===== config.mk =====
export PLATFORM = sky130hd
export DESIGN_NAME = axis_packet_gen
export DESIGN_NICKNAME = d
export VERILOG_FILES = /design/src/rtl/axis_packet_gen.sv
export SDC_FILE = /design/constraint.sdc
export NUM_CORES = 1
export LEC_CHECK = 0
export CAP_MARGIN = 0
export CORE_AREA = 2 2 56 84
export CTS_CLUSTER_SIZE = 10
export DETAILED_ROUTE_END_ITERATION = 10
export DIE_AREA = 0 0 58 86
export MAX_ROUTING_LAYER = met4
export PLACE_DENSITY = 0.77
export SLEW_MARGIN = 10
export SYNTH_ARGS = -nofsm -noshare
export SYNTH_HDL_FRONTEND = slang
export SYNTH_SLANG_ARGS = --single-unit

===== constraint.sdc =====
create_clock -name clk -period 2.61 [get_ports clk]
set_input_delay 0.3915 -clock clk [delete_from_list [all_inputs] [get_ports clk]]
set_output_delay 0.3915 -clock clk [all_outputs]
set_load 0.01 [all_outputs]

===== src/rtl/axis_packet_gen.sv =====
// ---------------------------------------------------------------------------
// axis_packet_gen
//
// AXI-Stream packet source. Each accepted start request emits one packet of
// pkt_len bytes. Payload byte i is (first_byte + i) mod 256. Bytes are packed
// little-endian: lane k of a beat carries payload byte beat_index*BYTES + k.
// The final beat qualifies its valid lanes with tkeep, drives unused lanes
// to zero and asserts tlast.
//
// Handshake: a beat transfers on a rising edge where tvalid && tready.
// tvalid never depends on tready. While tvalid=1 and tready=0, every stream
// output holds its value.
//
// Ports
//   clk            in   rising-edge clock
//   reset          in   asynchronous, active-high reset
//   start          in   packet request, sampled only in IDLE
//   pkt_len        in   packet length in bytes (0 = request ignored)
//   first_byte     in   value of payload byte 0
//   busy           out  high while a packet is in progress (SEND state)
//   done           out  one-cycle pulse in the cycle after the last handshake
//   m_axis_tready  in   sink ready
//   m_axis_tvalid  out  beat valid
//   m_axis_tdata   out  beat data
//   m_axis_tkeep   out  byte-lane qualifiers
//   m_axis_tlast   out  last beat of the packet
// ---------------------------------------------------------------------------
module axis_packet_gen #(
    parameter int DATA_WIDTH = 8,
    parameter int LEN_WIDTH  = 16
) (
    input  logic                    clk,
    input  logic                    reset,
    input  logic                    start,
    input  logic [LEN_WIDTH-1:0]    pkt_len,
    input  logic [7:0]              first_byte,
    output logic                    busy,
    output logic                    done,
    input  logic                    m_axis_tready,
    output logic                    m_axis_tvalid,
    output logic [DATA_WIDTH-1:0]   m_axis_tdata,
    output logic [DATA_WIDTH/8-1:0] m_axis_tkeep,
    output logic                    m_axis_tlast
);

    localparam int BYTES = DATA_WIDTH / 8;

    typedef enum logic {
        ST_IDLE = 1'b0,
        ST_SEND = 1'b1
    } state_t;

    state_t                  r_state;
    logic [LEN_WIDTH-1:0]    r_bytes_left;  // bytes remaining, counted from the beat on the bus
    logic [7:0]              r_next_byte;   // payload value in lane 0 of the beat on the bus
    logic                    r_tvalid;
    logic [DATA_WIDTH-1:0]   r_tdata;
    logic [BYTES-1:0]        r_tkeep;
    logic                    r_tlast;
    logic                    r_done;

    logic                    w_load;
    logic                    w_hs;
    logic [LEN_WIDTH-1:0]    w_src_len;
    logic [7:0]              w_src_byte;
    logic [DATA_WIDTH-1:0]   w_data;
    logic [BYTES-1:0]        w_keep;
    logic                    w_last;

    // The next beat is built from one of two sources. On a new packet it
    // comes from the request inputs. Otherwise it comes from the counters
    // advanced past the beat currently on the bus. The whole beat is then
    // registered, so tdata/tkeep/tlast come straight from flops.
    always_comb begin
        w_load     = (r_state == ST_IDLE) && start && (pkt_len != '0);
        w_hs       = r_tvalid && m_axis_tready;
        w_src_len  = w_load ? pkt_len    : (r_bytes_left - LEN_WIDTH'(BYTES));
        w_src_byte = w_load ? first_byte : (r_next_byte + 8'(BYTES));
        w_data     = '0;
        w_keep     = '0;
        for (int k = 0; k < BYTES; k++) begin
            w_keep[k] = (LEN_WIDTH'(k) < w_src_len);
            w_data[8*k +: 8] = w_keep[k] ? (w_src_byte + 8'(k)) : 8'h00;
        end
        w_last = (w_src_len <= LEN_WIDTH'(BYTES));
    end

    always_ff @(posedge clk or posedge reset) begin
        if (reset) begin
            r_state      <= ST_IDLE;
            r_bytes_left <= '0;
            r_next_byte  <= '0;
            r_tvalid     <= 1'b0;
            r_tdata      <= '0;
            r_tkeep      <= '0;
            r_tlast      <= 1'b0;
            r_done       <= 1'b0;
        end else begin
            r_done <= 1'b0;
            case (r_state)
                ST_IDLE: begin
                    if (w_load) begin
                        r_state      <= ST_SEND;
                        r_bytes_left <= w_src_len;
                        r_next_byte  <= w_src_byte;
                        r_tvalid     <= 1'b1;
                        r_tdata      <= w_data;
                        r_tkeep      <= w_keep;
                        r_tlast      <= w_last;
                    end
                end
                ST_SEND: begin
                    // Without a handshake nothing changes, which holds the
                    // beat stable under backpressure.
                    if (w_hs) begin
                        if (r_tlast) begin
                            r_state      <= ST_IDLE;
                            r_bytes_left <= '0;
                            r_next_byte  <= '0;
                            r_tvalid     <= 1'b0;
                            r_tdata      <= '0;
                            r_tkeep      <= '0;
                            r_tlast      <= 1'b0;
                            r_done       <= 1'b1;
                        end else begin
                            r_bytes_left <= w_src_len;
                            r_next_byte  <= w_src_byte;
                            r_tdata      <= w_data;
                            r_tkeep      <= w_keep;
                            r_tlast      <= w_last;
                        end
                    end
                end
                default: r_state <= ST_IDLE;
            endcase
        end
    end

    assign busy          = (r_state == ST_SEND);
    assign done          = r_done;
    assign m_axis_tvalid = r_tvalid;
    assign m_axis_tdata  = r_tdata;
    assign m_axis_tkeep  = r_tkeep;
    assign m_axis_tlast  = r_tlast;

endmodule


==> results.toml <==
[floorplan]
die_y_um = 86
initial_utilization_pct = 50.7
die_width_um = 58
rows = 29
io_pins = 41
die_area_um2 = 4990
fp.coreArea_um2 = 4210

[grt]
track_usage_pct = 25.6
grt_pass1_wl_um = 9560
gr-total-overflow = 0
grt_start_max_net_pins = 38
antenna_found_initial = 0
grt_pass1_vias = 2155

[worst_setup_path]
cp-start-kind = "flip-flop"
reg2reg_depth = 7
worstSetupEndpointType = "flip-flop"
rrSetupSlack_ps = 150
cp.arrival_ps = 2650
critPathKind = "reg -> reg"
required_ps = 2790
crit_fanout = 5
r2r-end = "m_axis_tdata[0]"
r2r_start = "r_bytes_left[5]"

[clocking]
cts-htree-levels = 2
cts_root_buf = "clkbuf_8"
cts_made_buffers = 5
cts_hold_buf = 0
insertion_delay_ps = 290
clk_pin_slew_ps = 70
cts_tree = "done"
clockBufferDepth = 2
cts_sinks = 37

[placed_design]
dp_hpwl_um = 4130
gp_congestion = 0.941
io_buffers = 40

[yosys]
synthFlopType = "dfrtp_1"
postSynthCellCount = 245
yosysMostFrequentCell = "dfrtp_1"
ys_warn_count = 0
yosys.area.top_type = "dfrtp_1"
synth.area.top_cells = "dfrtp_1 (43%), o21ai_0 (6.6%), nand2_1 (6.0%), a22o_1 (4.1%), xor2_1 (3.3%)"
synth.top_cell.area_share_pct = 43.4
postSynthRegisterBits = 37
async_flop_share_pct = 100
yosysSeqAreaShare_pct = 43.4
synth_area_um2 = 2130
synthesis.nets = 275
ys_top_cells_by_count = "dfrtp_1 (37), nand2_1 (34), o21ai_0 (28)"
synth_cell_types = 42
synth_area_per_cell_um2 = 8.71
synth_edf_count = 0

[sta]
worstMarginPinSlew_ps = 514
timing.hold.ws_ps = 504
relSlewSlack_pct = 65.7
min_period_ps = 2460
rsz0062_at_grt = "no"
hold_viol = 0
setup-tns-final_ps = 0
setup_violations = 0
drv_slew = 0
finalCritPeriodShare_pct = 94.4
fmax_mhz = 406
finalClockSkew_ps = 5.28

[run_status]
outcome = "completed"

[power]
vdd_drop_max_mv = 0.771
p_leak_nw = 1.21
power_density_nw_per_um2 = 898

[detailed_routing]
antenna_left = 0
drc = 0
vias = 2186
wl_per_cell_um = 16.3
dr.first_iter.drc_count = 88
avgViaCountPerCell = 6.30
first_pass_iters = 5
drt-total-wl_um = 5670

[cells_and_area]
area_growth_pct = 32.0
nets = 330
diodes = 0
drive_gt1_share_pct = 11.0

[flow_run]
max_cap_viol_count = 0

[worst_hold_path]
min-delay-path-class = "in -> async"
## worst max-delay path, stage by stage, from the launching register on
cell	delay, ps
dfrtp_1	420
or4_4	590
nor3_1	240
xor2_1	140
o41ai_2	390
buf_4	170
nand4_1	170
a22o_1	240
## per-stage QoR
stage / std cells / util, % / instance area (um^2) / worst slack (ps) / power, mW
after floorplan: 245 / - / 2130 / 233 / 1.59
after global placement: 338 / 63.8 / 2690 / 129 / 1.98
after detailed placement: 338 / 63.8 / 2690 / 62.4 / 2.00
after CTS: 346 / 66.6 / 2800 / 32.8 / 2.53
after global routing: 347 / 66.9 / 2820 / 34.4 / 2.70
final: 347 / 66.9 / 2820 / 145 / 2.53
## area by class of cell
| class | instances | area, um^2 |
|---|---|---|
| well taps | 46 | 57.6 |
| clock buffers | 7 | 86.3 |
| inverters | 4 | 15.0 |
| flip-flops and latches | 37 | 926 |
| multi-input cells | 193 | 1150 |
| fillers | 362 | 1390 |
| repair buffers | 59 | 556 |
| clock inverters | 1 | 30.0 |
## metal layers
metal  up-vias  GRT usage (%)  routed length, um
met2       112           43.1               2890
met5         -              -                  0
met4         0           15.0                240
met3        23           6.03                396
met1      1040           26.6               2150
li1       1011              -                  -
## where the power goes
group | internal [mW] | switching [mW] | total, mW | leakage, nW
Combinational | 0.529 | 0.468 | 0.997 | 0.703
Clock | 0.311 | 0.201 | 0.513 | 0.0585
Sequential | 0.790 | 0.228 | 1.02 | 0.446
Total | 1.63 | 0.897 | 2.53 | 1.21
## placed cells by master (no fill, tap or decap), drive strengths merged, types with 2 or more instances in the layout
cell type | Yosys | final
or4 | 2 | 2
nand2 | 34 | 34
nand3b | 2 | 2
nand3 | 10 | 10
buf | 3 | 19
o21ai | 29 | 29
clkdlybuf4s50 | 0 | 40
a2bb2oi | 2 | 2
dfrtp | 37 | 37
clkbuf | 8 | 7
nand4 | 3 | 3
a22o | 10 | 10
nor4 | 5 | 5
xnor2 | 2 | 2
o21a | 2 | 2
a21o | 8 | 8
nor3b | 3 | 3
nand4b | 2 | 2
xor2 | 8 | 8
ha | 2 | 2
a31oi | 5 | 5
or2 | 2 | 2
and3 | 4 | 4
nor2b | 2 | 2
a21oi | 13 | 13
nor3 | 12 | 12
nor2 | 17 | 17
a22oi | 4 | 4
inv | 4 | 4
a32oi | 2 | 2
## logic make-up after synthesis
group / after synthesis / share of synthesized area (%)
compound gates: 79 / 23.6
xor+xnor: 10 / 4.11
fa+ha+maj: 2 / 1.17
buf+inv: 15 / 3.23
flops: 37 / 43.4
mux: 1 / 0.469
simple gates: 101 / 24.0
## worst max path at each step
stage                               start               to  cells past startpoint
after detailed placement  r_bytes_left[5]  m_axis_tdata[1]                      6
after global placement    r_bytes_left[5]  m_axis_tdata[1]                      6
after floorplan           r_bytes_left[2]  m_axis_tdata[1]                      7
after CTS                 r_bytes_left[5]  m_axis_tdata[1]                      6
final                     r_bytes_left[5]  m_axis_tdata[0]                      7
after global routing      r_bytes_left[5]  m_axis_tdata[0]                      7
## sequential cells by signal, indices dropped and copies added, names as in the netlist
name and count:
r_bytes_left 16, m_axis_tvalid 1, m_axis_tlast 1, m_axis_tdata 8, busy 1, r_next_byte 8
m_axis_tkeep 1, done 1
## repair_timing
action | in CTS | in global routing
buffers inserted | 0 | 1
gates resized for setup | 0 | 1
setup endpoints to repair | 0 | 8
No activity file was read; power rests on OpenSTA's default activity.
